--- config.mk ---
export PLATFORM = sky130hd
export DESIGN_NAME = subr8u_serial
export DESIGN_NICKNAME = d
export VERILOG_FILES = /design/src/rtl/subr_pkg.sv /design/src/rtl/subr8u_serial_fs1u.sv /design/src/rtl/subr8u_serial.sv
export SDC_FILE = /design/constraint.sdc
export NUM_CORES = 1
export LEC_CHECK = 0
export ABC_AREA = 1
export BUFFER_PORTS_ARGS = -buffer_cell sky130_fd_sc_hd__buf_2
export CAP_MARGIN = 20
export CORE_MARGIN = 2
export CORE_UTILIZATION = 48
export CTS_CLUSTER_SIZE = 14
export DETAILED_ROUTE_END_ITERATION = 10
export GPL_TIMING_DRIVEN = 0
export HOLD_SLACK_MARGIN = 0.15
export PLACE_DENSITY = 0.77
export SLEW_MARGIN = 40
export SYNTH_ARGS = -nofsm -noshare
export SYNTH_HDL_FRONTEND = slang
export SYNTH_SLANG_ARGS = --single-unit
--- constraint.sdc ---
create_clock -name clk -period 4.1 [get_ports clk]
set_clock_uncertainty 0.15 [all_clocks]
set_input_delay 0.615 -clock clk [delete_from_list [all_inputs] [get_ports clk]]
set_output_delay 0.615 -clock clk [all_outputs]
set_load 0.02 [all_outputs]
--- src/rtl/subr_pkg.sv ---
// Shared types and helpers for the bit-serial unsigned subtractor.
package subr_pkg;

    typedef enum logic [1:0] {IDLE, SHIFT, DONE} subr_state_e;

    localparam int unsigned SUBR_DEF_WIDTH = 8;

    // Width of a counter that indexes bits 0..n-1 (minimum 1 bit).
    function automatic int unsigned clog2(input int unsigned n);
        int unsigned r;
        for (r = 1; (32'd1 << r) < n; r++) begin
        end
        return r;
    endfunction

endpackage

--- src/rtl/subr8u_serial_fs1u.sv ---
// Combinational one-bit full subtractor: d = a - b - bin, bout = borrow out.
module fs1u (
    input  logic a,
    input  logic b,
    input  logic bin,
    output logic d,
    output logic bout
);

    assign d    = a ^ b ^ bin;
    assign bout = (~a & b) | (~(a ^ b) & bin);

endmodule

--- src/rtl/subr8u_serial.sv ---
// Bit-serial unsigned subtractor, LSB first, with valid/ready on both sides.
// Define SUBR8U_DMR_EN to add a lockstep duplicate cell and the fault flag.
module subr8u_serial
    import subr_pkg::*;
#(
    parameter int unsigned WIDTH = SUBR_DEF_WIDTH
) (
    input  logic             clk,
    input  logic             rst,
    input  logic             in_valid,
    output logic             in_ready,
    input  logic [WIDTH-1:0] a,
    input  logic [WIDTH-1:0] b,
    output logic             out_valid,
    input  logic             out_ready,
    output logic [WIDTH-1:0] diff,
    output logic             borrow,
    output logic             fault
);

    localparam int unsigned CW = clog2(WIDTH);

    subr_state_e      state_q, state_d;
    logic [WIDTH-1:0] a_q, b_q, res_q, diff_q;
    logic [CW-1:0]    cnt_q;
    logic             bin_q, borrow_q;
    logic             d, bout;
    logic             last;

    fs1u u_fs (
        .a    (a_q[0]),
        .b    (b_q[0]),
        .bin  (bin_q),
        .d    (d),
        .bout (bout)
    );

    assign last = (cnt_q == CW'(WIDTH - 1));

    always_comb begin
        state_d   = state_q;
        in_ready  = 1'b0;
        out_valid = 1'b0;
        case (state_q)
            IDLE: begin
                in_ready = 1'b1;
                if (in_valid) state_d = SHIFT;
            end
            SHIFT: begin
                if (last) state_d = DONE;
            end
            DONE: begin
                out_valid = 1'b1;
                if (out_ready) state_d = IDLE;
            end
            default: state_d = IDLE;
        endcase
    end

    // diff/borrow are separate from the shifting result so they survive the next operation.
    always_ff @(posedge clk) begin
        if (rst) begin
            state_q  <= IDLE;
            a_q      <= '0;
            b_q      <= '0;
            res_q    <= '0;
            diff_q   <= '0;
            cnt_q    <= '0;
            bin_q    <= 1'b0;
            borrow_q <= 1'b0;
        end else begin
            state_q <= state_d;
            case (state_q)
                IDLE: begin
                    if (in_valid) begin
                        a_q   <= a;
                        b_q   <= b;
                        bin_q <= 1'b0;
                        cnt_q <= '0;
                    end
                end
                SHIFT: begin
                    a_q   <= a_q >> 1;
                    b_q   <= b_q >> 1;
                    res_q <= {d, res_q[WIDTH-1:1]};
                    bin_q <= bout;
                    cnt_q <= cnt_q + CW'(1);
                    if (last) begin
                        diff_q   <= {d, res_q[WIDTH-1:1]};
                        borrow_q <= bout;
                    end
                end
                default: ;
            endcase
        end
    end

    assign diff   = diff_q;
    assign borrow = borrow_q;

`ifdef SUBR8U_DMR_EN
    logic d_dup, bout_dup, bin_dup_q, mism_q;

    fs1u u_fs_dup (
        .a    (a_q[0]),
        .b    (b_q[0]),
        .bin  (bin_dup_q),
        .d    (d_dup),
        .bout (bout_dup)
    );

    always_ff @(posedge clk) begin
        if (rst) begin
            bin_dup_q <= 1'b0;
            mism_q    <= 1'b0;
        end else if (state_q == IDLE && in_valid) begin
            bin_dup_q <= 1'b0;
            mism_q    <= 1'b0;
        end else if (state_q == SHIFT) begin
            bin_dup_q <= bout_dup;
            if ((d != d_dup) || (bout != bout_dup)) mism_q <= 1'b1;
        end
    end

    assign fault = out_valid & mism_q;
`else
    assign fault = 1'b0;
`endif

endmodule

==> flow_metrics.py, run 1 <==
metrics = {
    "clock_network": {
        "cts_inserted_buffers": 5,
        "cts_sinks": 38,
        "post_cts_buffers": 0,
        "cts_root_buf": "clkbuf_4",
        "cts-resized-gates": 0,
        "cts_max_level": 2,
        "ctsHoldBuffers": 0,
        "path_clk_slew_ps": 110,
        "worst_skew_pair.late_latency_ps": 340,
        "cts_tree": "built",
        "clk_path_buf_depth": 2,
    },
    "setup_path": {
        "r2r_cells": 7,
        "critPathCaptureType": "output port",
        "r2r_start": "cnt_q[0]",
        "start_kind": "flop",
        "reg2reg_to": "borrow",
        "worstSetupPathType": "reg -> out",
        "path_max_fanout": 4,
        "crit_arrival_ps": 1310,
        "rrSetupSlack_ps": 2480,
        "cp.required_ps": 3340,
    },
    "floorplan": {
        "fp-row-count": 21,
        "core_mm2": 0.003363,
        "chipHeight_um": 63.50,
        "ios": 32,
        "die_x_um": 63.50,
        "initial_core_util_pct": 50.52,
        "die_area_mm2": 0.004032,
    },
    "min_path": {
        "hold_path_depth": 2,
        "hold_class": "reg -> reg",
        "hold_end": "diff[5]",
        "min_from": "diff[5]",
    },
    "layout": {
        "drive_gt1_share_pct": 17.53,
        "nFillCells": 352,
        "seqCellArea_um2": 760.7,
        "multiInputGateArea_um2": 723.2,
        "area_growth_pct": 16.79,
        "antenna_cells": 0,
        "final_nets": 313,
    },
    "synth": {
        "yosysWarnings": 0,
        "seq_area_frac_synth_pct": 44.77,
        "syn-num-nets": 276,
        "synth_top_area_share_pct": 44.77,
        "avgSynthCellArea_um2": 6.716,
        "syn_inst": 253,
        "synth_cell_types": 17,
        "synthTopCellsByArea": "dfxtp_1 45%, nand2_1 19%, a21oi_1 8.0%",
        "yosysTopAreaCell": "dfxtp_1",
        "synth_area_mm2": 0.001699,
        "synth-seq-cells": 38,
    },
    "sta": {
        "hold_viol_final": 0,
        "setup_tns_ps": 0,
        "setup_viol": 0,
        "fmaxAchievable_mhz": 482.7,
        "maxSlewViolCount": 0,
        "finalCritPeriodShare_pct": 50.53,
        "grt_setup_unrepaired": "false",
        "layout_min_cycle_time_ps": 2072,
    },
    "placement": {
        "hpwlAfterDp_um": 2422,
        "io_buffer_count": 30,
        "gp_congestion": 0.7900,
    },
    "global_routing": {
        "antenna_found_initial": 0,
        "grt_pass1_wl_um": 5961,
        "grt_max_degree": 13,
        "grt-ovfl-total": 0,
        "grt_util_all_layers_pct": 18.85,
        "grt_pass1_vias": 1392,
    },
    "status": {
        "outcome": "finished clean",
    },
    "power": {
        "total_power_uw": 760.5,
        "power_density_mw_per_mm2": 383.2,
        "leakagePower_uw": 0.001006,
        "vdd_drop_max_v": 0.0002333,
    },
    "detailed_routing": {
        "drtIter0Drc": 83,
        "drtAntennaViolNets": 0,
        "wl_um": 3512,
        "detailroute.via_count": 1582,
        "wl_per_cell_um": 10.42,
        "dr.pass1.iters": 5,
        "vias_per_cell": 4.694,
        "drc": 0,
    },
    "run": {
        "drv_cap": 0,
    },
}
## through the flow
stage	instance area (um2)	worst slack (ps)	hold WS (ps)	util, %	std cells
after global placement	1907	2357	297.8	56.70	329
after global routing	1984	1967	329.7	59.00	337
final	1984	2028	317.2	59.00	337
after CTS	1984	2030	321.1	59.00	337
after detailed placement	1907	2368	302.5	56.70	329
after floorplan	1699	2543	282.9	-	253
## cell usage after synthesis
cell	number
conb_1	1
buf_6	2
clkbuf_1	3
nor2_1	36
nand3_1	2
dfxtp_1	38
ha_1	2
o21ai_4	1
nor2_2	2
fa_1	1
o21ai_0	10
nand2_1	84
buf_4	3
inv_2	1
inv_1	36
a21oi_1	27
buf_2	4
## how the worst max path moves through the flow
stage	start	end	slack, ps	depth (start not counted)
after floorplan	state_q[0]	in_ready	2540	2
after global placement	rst	res_q[4]	2360	5
after detailed placement	rst	res_q[4]	2370	5
after CTS	state_q[1]	out_valid	2030	3
after global routing	state_q[1]	out_valid	1970	3
final	state_q[1]	out_valid	2030	3
## cell families after synthesis
logic type	synth area share (%)
fa+ha+maj	2.651
simple gates	27.83
buf+inv	12.67
other cells	0.2207
flops	44.77
compound gates	11.86
## report_power, final
group	total [uW]	leakage [uW]	switching [uW]	internal [uW]
clock	252	0.0000450	126	126
combinational	108	0.000649	65.3	42.5
sequential	401	0.000312	9.41	391
## critical path: stages, from the launching register on
cell,delay [ps]
dfxtp_1,470
inv_2,90
nor2_1,200
buf_2,210
## placed cells by master (no fill, tap or decap), drive strengths merged
cell     n
nand2   84
buf     39
dfxtp   38
nor2    38
inv     37
a21oi   27
o21ai   11
clkbuf   8
nand3    2
ha       2
clkinv   2
fa       1
conb     1
bufinv   1
## routing by layer
layer	vias up	part of all wire, %	GRT usage, %
li1	829	-	-
met1	712	46	23.09
met2	35	47	31.45
met3	6	5.2	5.536
met4	0	1.3	6.522
met5	-	0	0
## flip-flops by register name (all words and copies together) (netlist names)
register and cells:
a_q 8, b_q 8, diff 8, res_q 7, cnt_q 3, state_q 2
bin_q 1, borrow 1
## area by class of cell
| class | count | share of cell area (%) |
|---|---|---|
| timing repair buffer | 30 | 7.566 |
| multi-input combinational | 166 | 36.44 |
| clock buffer | 5 | 1.892 |
| inverter | 37 | 6.999 |
| clock inverter | 3 | 2.018 |
| tap | 46 | 2.900 |
| buffer | 12 | 3.846 |
| sequential | 38 | 38.34 |
Power figures use the tool's default switching activity.
==> run 2, diff against run 1 <==
Settings changed: PLACE_DENSITY 0.77 to 0.79.
Clock period 4.1 ns to 1.9 ns, I/O delays scaled along.
==> run 2 against run 1 <==
  * Die area unchanged
  * Highest routed layer unchanged
  * Utilization grew 6.7 points
  * Flip-flop and latch count unchanged
  * Critical endpoint unchanged
  * Wire length increased by 8.4%
  * Via count increased by 3.6%
  * Cell count up 5.6%
  * Critical path type unchanged
==> flow_metrics.py, run 2 (synthesized netlist as in run 1, its figures left out) <==
metrics = {
    "sta": {
        "maxSlewViolCount": 0,
        "setup_viol": 0,
        "setup_tns_ps": 0,
        "relSlewSlack_pct": 66.09,
        "finalCritPeriodShare_pct": 90.48,
        "hold_viol_final": 0,
        "fmaxAchievable_mhz": 581.7,
        "grt_setup_unrepaired": "false",
        "layout_min_cycle_time_ps": 1719,
        "worst_pin_slew_ps": 508.7,
    },
    "layout": {
        "final_nets": 332,
        "final_common_cell": "nand2_1",
        "antenna_cells": 0,
        "nFillCells": 309,
        "drive_gt1_share_pct": 16.45,
        "layout.cells.non_filler": 356,
        "layout_common_cells": "84 x nand2_1, 38 x dfxtp_1, 36 x nor2_1, 36 x inv_1, 34 x buf_2",
        "area_growth_pct": 29.97,
    },
    "power": {
        "clockPowerShare_pct": 38.8,
        "vdd_drop_max_v": 0.0007161,
        "pwr-share-comb_pct": 14.4,
        "switching_share_pct": 23.65,
        "seqPwrFrac_pct": 46.9,
        "switchingPower_uw": 435.8,
        "power_density_mw_per_mm2": 834.5,
        "leakagePower_uw": 0.001099,
        "power.internal_uw": 1407,
    },
    "floorplan": {
        "die_area_mm2": 0.004032,
        "fp-row-count": 21,
        "ios": 32,
        "core_mm2": 0.003363,
        "die_x_um": 63.50,
        "chipHeight_um": 63.50,
        "initial_core_util_pct": 50.52,
    },
    "placement": {
        "hpwlAfterDp_um": 2394,
        "gp_congestion": 0.7823,
        "numPlacedInstances": 329,
        "io_buffer_count": 30,
    },
    "detailed_routing": {
        "dr.pass1.iters": 4,
        "drtAntennaViolNets": 0,
        "wl_um": 3808,
        "detailroute.via_count": 1639,
        "wl_per_cell_um": 10.70,
        "drtIter0Drc": 124,
        "vias_per_cell": 4.604,
        "drc": 0,
    },
    "clock_network": {
        "cts_root_buf": "clkbuf_4",
        "cts_sinks": 38,
        "clk_path_buf_depth": 2,
        "worst_skew_pair.late_latency_ps": 340,
        "path_clk_slew_ps": 110,
        "cts_inserted_buffers": 5,
        "cts_max_level": 2,
        "post_cts_buffers": 0,
        "cts-resized-gates": 0,
        "cts_tree": "built",
    },
    "global_routing": {
        "grt_pass1_vias": 1543,
        "antenna_found_initial": 0,
        "grt_util_all_layers_pct": 21.48,
        "grt-ovfl-total": 0,
        "grt_max_degree": 13,
        "grt_pass1_wl_um": 6713,
    },
    "min_path": {
        "hold_class": "reg -> reg",
        "min_from": "diff[6]",
        "hold_end": "diff[6]",
        "hold_path_depth": 2,
    },
    "run": {
        "drv_cap": 0,
    },
    "setup_path": {
        "crit_arrival_ps": 1280,
        "cp.required_ps": 1460,
        "critPathCaptureType": "output port",
        "start_kind": "flop",
        "worstSetupPathType": "reg -> out",
        "reg2reg_to": "borrow",
        "r2r_cells": 7,
        "r2r_start": "cnt_q[0]",
        "rrSetupSlack_ps": 340,
        "path_max_fanout": 4,
    },
    "status": {
        "outcome": "finished clean",
    },
}
-- run 2: changes by cell type in the layout (fill, tap and decap cells not counted), sizes merged --
| cell | change |
|---|---|
| bufinv | +1 |
| clkbuf | +1 |
| clkinv | -2 |
| dlygate4sd3 | +19 |
-- run 2: stage by stage --
stage                     total power [uW]  area (um2)  setup slack, ps  util [%]  hold WS [ps]
after floorplan                       1049        1699            535.3         -         204.1
after global placement                1107        1907            334.0     56.70         297.8
after detailed placement              1111        1907            328.6     56.70         299.5
after CTS                             1848        2208            189.9     65.66         317.6
after global routing                  1934        2208            74.75     65.66         346.6
final                                 1843        2208            180.8     65.66         317.0
-- run 2: layer usage --
| metal | global-route usage [%] | vias up | share of wire, % |
|---|---|---|---|
| met1 | 25.84 | 726 | 44 |
| met3 | 6.071 | 9 | 4.5 |
| met4 | 9.511 | 0 | 2.3 |
| met5 | 0 | - | 0 |
| met2 | 35.53 | 36 | 49 |
| li1 | - | 868 | - |
-- run 2: worst max-delay path, cell delays in order (launching register included) --
cell and delay [ps]:
dfxtp_1 450, inv_2 90, nor2_1 200, buf_2 210
-- run 2: worst max-delay path by stage --
stage | from | to | slack (ps) | cells after the start
after floorplan | cnt_q[0] | borrow | 540 | 7
after global placement | cnt_q[0] | borrow | 330 | 7
after detailed placement | cnt_q[0] | borrow | 330 | 7
after CTS | state_q[1] | out_valid | 190 | 3
after global routing | state_q[1] | out_valid | 70 | 3
final | state_q[1] | out_valid | 180 | 3
-- run 2: layout make-up --
type                            instances  area (um2)  share of cell area [%]
Sequential cell                        38       760.7                   34.45
Tap cell                               46       57.56                   2.606
Buffer                                 12       76.32                   3.456
Multi-Input combinational cell        166       723.2                   32.75
Inverter                               37       138.9                   6.289
Timing Repair Buffer                   49       340.3                   15.41
Clock inverter                          2       60.06                   2.720
Clock buffer                            6       51.30                   2.323
-- run 2: power by group through the flow --
stage	clock network (uW)	logic (uW)	registers (uW)
after floorplan	0	171	877
after global placement	0	226	880
after detailed placement	0	229	882
after CTS	723	261	864
after global routing	760	305	870
final	714	265	864
-- run 2: what timing repair did --
| item | in CTS | in global routing |
|---|---|---|
| hold buffers | 19 | 0 |
| hold endpoints to repair | 21 | 0 |
| setup endpoints to repair | 0 | 0 |
